`config.mk`:
```
export PLATFORM = sky130hd
export DESIGN_NAME = mux_8x1
export DESIGN_NICKNAME = d
export VERILOG_FILES = /design/src/rtl/mux_8x1.sv
export SDC_FILE = /design/constraint.sdc
export NUM_CORES = 1
export LEC_CHECK = 0
export CAP_MARGIN = 20
export CORE_AREA = 2 2 39 41
export CTS_BUF_LIST = sky130_fd_sc_hd__clkbuf_4 sky130_fd_sc_hd__clkbuf_8
export CTS_CLUSTER_DIAMETER = 150
export CTS_CLUSTER_SIZE = 10
export DETAILED_ROUTE_END_ITERATION = 10
export DIE_AREA = 0 0 41 43
export GPL_TIMING_DRIVEN = 0
export PLACE_DENSITY = 0.54
export SYNTH_ARGS = -nofsm -noshare
export SYNTH_HDL_FRONTEND = slang
export SYNTH_SLANG_ARGS = --single-unit
```
`constraint.sdc`:
```
create_clock -name clk -period 1.55 [get_ports clk]
set_input_delay 0.31 -clock clk [delete_from_list [all_inputs] [get_ports clk]]
set_output_delay 0.31 -clock clk [all_outputs]
set_load 0.02 [all_outputs]
```
`src/rtl/mux_8x1.sv`:
```
// 8-to-1 lane multiplexer with a combinational output and a registered
// (output, select) pair that is captured together so the two stay coherent.
module mux_8x1 #(
    parameter int WIDTH = 1
) (
    input  logic                 clk,
    input  logic                 rst_n,
    input  logic                 en,
    input  logic [8*WIDTH-1:0]   data,
    input  logic [2:0]           sel,
    output logic [WIDTH-1:0]     y,
    output logic [WIDTH-1:0]     y_q,
    output logic [2:0]           sel_q
);

    logic [WIDTH-1:0] lanes [8];

    for (genvar k = 0; k < 8; k++) begin : g_lane
        assign lanes[k] = data[k*WIDTH +: WIDTH];
    end

    // Indexing the lane array directly means an unknown select yields an
    // unknown output instead of silently falling back to some lane.
    assign y = lanes[sel];

    always_ff @(posedge clk or negedge rst_n) begin
        if (!rst_n) begin
            y_q   <= '0;
            sel_q <= '0;
        end else if (en) begin
            y_q   <= y;
            sel_q <= sel;
        end
    end

endmodule

```
==> results.sh, run 1 <==
export IMPL_syn_num_nets=30
export IMPL_core_um2=1380
export IMPL_clk_latency_ns=0.23
export IMPL_hold_slack_ns=0.278
export IMPL_io_pins=19
export IMPL_p_sw_uw=91.1
export IMPL_clock_sinks=4
export IMPL_viasPerCell=3.75
export IMPL_drt_initial_drc_count=0
export IMPL_peakVddDrop_v=0.000326
export IMPL_synth_area_per_cell_um2=14.1
export IMPL_max_slew_margin_pct=85.4
export IMPL_port_buffers=17
export IMPL_startpoint="sel[0]"
export IMPL_required_ns=1.24
export IMPL_mappedNetlistArea_um2=225
export IMPL_fin_crit_ns=1.51
export IMPL_critical_path_max_fanout=5
export IMPL_worst_slew_pin_slew_ns=0.218
export IMPL_diodes=0
export IMPL_critPathCaptureType="output pin"
export IMPL_die_area_um2=1760
export IMPL_finalInstanceArea_um2=435
export IMPL_regToRegStartpoint="sel_q[2]$_DFFE_PN0P_"
export IMPL_antenna_found_initial=0
export IMPL_crit_type="in2out"
export IMPL_area_delta_synth_final_pct=93.3
export IMPL_drtAntennaViolNets=0
export IMPL_grt_pass1_wl_um=793
export IMPL_place_inst=49
export IMPL_status="complete, no violations"
export IMPL_drc_errors=0
export IMPL_skew_ns=0
export IMPL_cap_violations=0
export IMPL_yosys_area_top_type="dfrtp_1"
export IMPL_power_frac_comb_pct=32.7
export IMPL_clk_pin_slew_ns=0.04
export IMPL_wirelength_um=573
export IMPL_synth_edff_count=0
export IMPL_fin_util_pct=31.5
export IMPL_ys_ff_latch=4
export IMPL_layoutNonFillerInstCount=53
export IMPL_syn_inst=16
export IMPL_synth_async_sr_flop_share_pct=100
export IMPL_final_layout_size_suffix_gt1_share_pct=35.1
export IMPL_power_density_nw_per_um2=842
export IMPL_rows=14
export IMPL_cts_buffers=3
export IMPL_yosys_most_used_dff="dfrtp_1"
export IMPL_cts_hold_buf=0
export IMPL_place_area_um2=415
export IMPL_vias=199
export IMPL_crit_arrival_ns=1.20
export IMPL_dieHeight_um=43
export IMPL_setup_viol=0
export IMPL_drv_slew=0
export IMPL_clkPwrFrac_pct=33.6
export IMPL_intPower_uw=276
export IMPL_cts_root_buf="clkbuf_4"
export IMPL_place_congestion=0.638
export IMPL_die_w_um=41
export IMPL_drt_pass1_iter_count=1
export IMPL_wl_per_cell_um=10.8
export IMPL_ys_types=6
export IMPL_sw_frac_of_total_pct=24.8
export IMPL_synth_top_area_share_pct=44.4
export IMPL_grt_start_max_net_pins=6
export IMPL_cts_tree="done"
export IMPL_synth_commonest_cells="mux2i_1 (5), dfrtp_1 (4), mux2_2 (3)"
export IMPL_ys_warn_count=0
export IMPL_synthTopCellsByArea="dfrtp_1 (44%), mux2i_1 (22%), mux2_2 (15%), mux4_2 (10%), buf_6 (5.0%)"
export IMPL_first_global_vias=229
export IMPL_clockBufferDepth=2
export IMPL_hp_class="in2async"
export IMPL_dp_slack_ns=-0.774
export IMPL_hold_viol=0
export IMPL_synth_most_common_cell="mux2i_1"
export IMPL_max_freq_mhz=660
export IMPL_rsz0062_at_grt="false"
export IMPL_fin_crit_sh_pct=97.7
export IMPL_ys_seq_area_share_pct=44.4
export IMPL_nets=53
export IMPL_leakagePower_nw=0.204
export IMPL_setup_tns_ns=0
export IMPL_total_power_uw=367
export IMPL_overflow=0
export IMPL_power_frac_seq_pct=33.8
export IMPL_start_util_pct=16.3
export IMPL_htree_levels=1
export IMPL_cp_start_kind="input pin"
export IMPL_layout_setup_ws_ns=0.0353
export IMPL_grt_usage_pct=7.47
==> critical path: stages <==
cell and delay, ns:
buf_6 0.11, mux2i_1 0.12, mux4_2 0.49, inv_2 0.07, buf_6 0.11
==> power by group through the flow <==
stage / clock network, mW / registers (mW) / logic [mW]
3_3_place_gp: 0 / 0.125 / 0.122
5_1_grt: 0.138 / 0.124 / 0.128
6_report: 0.123 / 0.124 / 0.120
2_1_floorplan: 0 / 0.140 / 0.0352
3_5_place_dp: 0 / 0.125 / 0.123
4_1_cts: 0.129 / 0.124 / 0.121
==> layout make-up <==
cell class / instances / area [um^2]
Clock buffer: 3 / 22.5
Inverter: 2 / 7.51
Fill cell: 147 / 948
Sequential cell: 4 / 100
Multi-Input combinational cell: 9 / 106
Tap cell: 16 / 20.0
Timing Repair Buffer: 18 / 168
Buffer: 1 / 11.3
==> cells by family after synthesis <==
logic type / count (synthesis) / share of synthesized area (%)
flops: 4 / 44.4
buf+inv: 3 / 8.33
mux: 9 / 47.2
==> what timing repair did <==
action,in CTS,in global routing
endpoints found under the setup margin,1,1
resized for setup,19,9
setup buffers,1,0
==> layout by cell type, fill, tap and decap left out <==
master,count
buf_4,1
buf_6,2
clkbuf_2,2
clkbuf_4,3
clkdlybuf4s15_1,7
clkdlybuf4s50_1,6
dfrtp_1,4
dlygate4sd2_1,1
inv_1,1
inv_2,1
mux2_2,3
mux2i_1,5
mux4_2,1
==> state kept, by name, summed over array words and instances, names as in the netlist <==
register / count
sel_q: 3
y_q: 1
==> worst paths after layout <==
check / end / slack [ns] / cells after the start
setup / recovery: y / 0.04 / 5
hold / removal: sel_q[1]$_DFFE_PN0P_ / 0.28 / 1
setup reg to reg: sel_q[2]$_DFFE_PN0P_ / 0.80 / 1
hold reg to reg: sel_q[1]$_DFFE_PN0P_ / 0.51 / 1
max in group asynchronous: sel_q[2]$_DFFE_PN0P_ / 1.11 / 1
min in group clk: sel_q[0]$_DFFE_PN0P_ / 0.36 / 2
==> per-layer routing <==
layer | global-route usage, % | share of wire, % | wire, um | vias up
met5 | 0 | 0 | 0 | -
met4 | 8.00 | 0 | 0 | 0
met3 | 3.66 | 15 | 85 | 0
met2 | 11.9 | 46 | 266 | 15
met1 | 5.56 | 38 | 220 | 85
li1 | - | - | - | 99
No activity file was read; power rests on OpenSTA's default activity.
==> run 2, diff against run 1 <==
GPL_ROUTABILITY_DRIVEN = 0   (was default)
==> results of run 2 <==
Final layout, timing and power as in run 1 (identical DEF).
==> run 3, diff against run 2 <==
CELL_PAD_IN_SITES_DETAIL_PLACEMENT = 2   (was default)
CELL_PAD_IN_SITES_GLOBAL_PLACEMENT = 2   (was default)
CORE_AREA = default   (was 2 2 39 41)
CORE_MARGIN = 1   (was default)
CORE_UTILIZATION = 17   (was default)
DIE_AREA = default   (was 0 0 41 43)
PLACE_DENSITY = 0.83   (was 0.54)
TNS_END_PERCENT = 1   (was default)
==> results.sh, run 3 (synthesis results as in run 1) <==
export IMPL_status="complete, no violations"
export IMPL_total_power_uw=378
export IMPL_intPower_uw=278
export IMPL_use_met1_pct=8.87
export IMPL_power_frac_seq_pct=32.8
export IMPL_crit_type="in2out"
export IMPL_nets=54
export IMPL_clk_latency_ns=0.23
export IMPL_rsz0062_at_grt="true"
export IMPL_final_common_cell="clkdlybuf4s50_1"
export IMPL_cts_buffers=3
export IMPL_drc_errors=0
export IMPL_r2r_cells=1
export IMPL_viasPerCell=4.13
export IMPL_power_density_nw_per_um2=879
export IMPL_sw_frac_of_total_pct=26.5
export IMPL_final_layout_size_suffix_gt1_share_pct=42.1
export IMPL_area_delta_synth_final_pct=91.1
export IMPL_clk_pin_slew_ns=0.04
export IMPL_die_w_um=38.4
export IMPL_drt_pass1_iter_count=1
export IMPL_wl_per_cell_um=14.5
export IMPL_worst_r2r_setup_slack_ns=0.79
export IMPL_fill_cells=133
export IMPL_setup_viol=0
export IMPL_dieHeight_um=38.4
export IMPL_hp_class="in2async"
export IMPL_peakVddDrop_v=0.000285
export IMPL_skew_ns=0
export IMPL_clkPwrFrac_pct=33.6
export IMPL_htree_levels=1
export IMPL_max_slew_margin_pct=84.8
export IMPL_port_buffers=17
export IMPL_met2_usage_pct=25.4
export IMPL_critical_path_max_fanout=5
export IMPL_leakagePower_nw=0.208
export IMPL_drv_slew=0
export IMPL_worst_slew_pin_slew_ns=0.228
export IMPL_max_freq_mhz=654
export IMPL_io_pins=19
export IMPL_core_um2=1170
export IMPL_crit_arrival_ns=1.22
export IMPL_first_global_vias=260
export IMPL_final_cell_mix="clkdlybuf4s50_1 (6), mux2i_1 (5), clkdlybuf4s15_1 (5), clkbuf_2 (4), dfrtp_1 (4)"
export IMPL_grt_usage_pct=12.5
export IMPL_fin_crit_ns=1.53
export IMPL_clock_sinks=4
export IMPL_cap_violations=0
export IMPL_place_inst=47
export IMPL_p_sw_uw=100
export IMPL_regToRegStartpoint="sel_q[2]$_DFFE_PN0P_"
export IMPL_largest_register_ffs=3
export IMPL_start_util_pct=19.2
export IMPL_regMostFlops="sel_q"
export IMPL_fin_crit_sh_pct=98.7
export IMPL_cts_hold_buf=0
export IMPL_grt_busiest_layer="met2"
export IMPL_cts_tree="done"
export IMPL_reg_top3="sel_q: 3 flops, y_q: 1 flops"
export IMPL_grtUsageMet3_pct=6.98
export IMPL_wirelength_um=754
export IMPL_rows=12
export IMPL_die_area_um2=1470
export IMPL_cp_start_kind="input pin"
export IMPL_diodes=0
export IMPL_required_ns=1.24
export IMPL_overflow=0
export IMPL_grt_start_max_net_pins=6
export IMPL_hold_slack_ns=0.278
export IMPL_grt_pass1_wl_um=1160
export IMPL_drtAntennaViolNets=0
export IMPL_layoutNonFillerInstCount=52
export IMPL_clockBufferDepth=2
export IMPL_antenna_found_initial=0
export IMPL_hold_viol=0
export IMPL_vias=215
export IMPL_drt_initial_drc_count=0
export IMPL_critPathCaptureType="output pin"
export IMPL_power_frac_comb_pct=33.6
export IMPL_r2r_end="sel_q[2]$_DFFE_PN0P_"
export IMPL_cts_root_buf="clkbuf_4"
run 3: per-stage QoR:
step / setup WS (ns) / instance area (um^2) / util, % / setup TNS, ns
after floorplan: 0.0916 / 225 / - / 0
after global placement: -0.776 / 413 / 35.3 / -0.812
after detailed placement: -0.779 / 413 / 35.3 / -0.847
after CTS: 0.0000706 / 438 / 37.4 / 0
after global routing: -0.0123 / 430 / 36.8 / -0.0123
final: 0.0201 / 430 / 36.8 / 0
run 3: worst max path at each step:
stage / to / from / slack, ns
2_1_floorplan: y / sel[0] / 0.09
3_3_place_gp: y / sel[1] / -0.78
3_5_place_dp: y / data[1] / -0.78
4_1_cts: y / data[1] / 0.00007
5_1_grt: y / sel[0] / -0.01
6_report: y / sel[0] / 0.02
run 3: layer usage:
metal	up-vias	routed length [um]
met1	106	248
li1	100	-
met3	0	61
met2	9	443
met4	0	0
met5	-	0
run 3: final cells by class:
cell class | count | area (um^2) | area share [%]
plain buffers | 1 | 11.3 | 2.62
clock buffers | 3 | 22.5 | 5.23
inverters | 2 | 7.51 | 1.74
multi-input cells | 9 | 106 | 24.7
flip-flops and latches | 4 | 100 | 23.3
well taps | 14 | 17.5 | 4.07
repair buffers | 19 | 165 | 38.4
run 3: power by group through the flow:
stage	combinational, mW	clock, mW	sequential, mW
after CTS	0.125	0.137	0.125
after floorplan	0.0352	0	0.140
after global placement	0.121	0	0.124
after global routing	0.134	0.142	0.126
after detailed placement	0.126	0	0.125
final	0.127	0.127	0.124
run 3: worst max-delay path: stages:
cell,delay [ns]
buf_6,0.11
mux2i_1,0.13
mux4_2,0.49
inv_2,0.07
buf_6,0.11
run 3: what timing repair did:
action / in CTS / in global routing
setup buffers: 1 / 1
resized for setup: 22 / 8
hold endpoints to repair: 0 / 0
endpoints found under the setup margin: 1 / 1
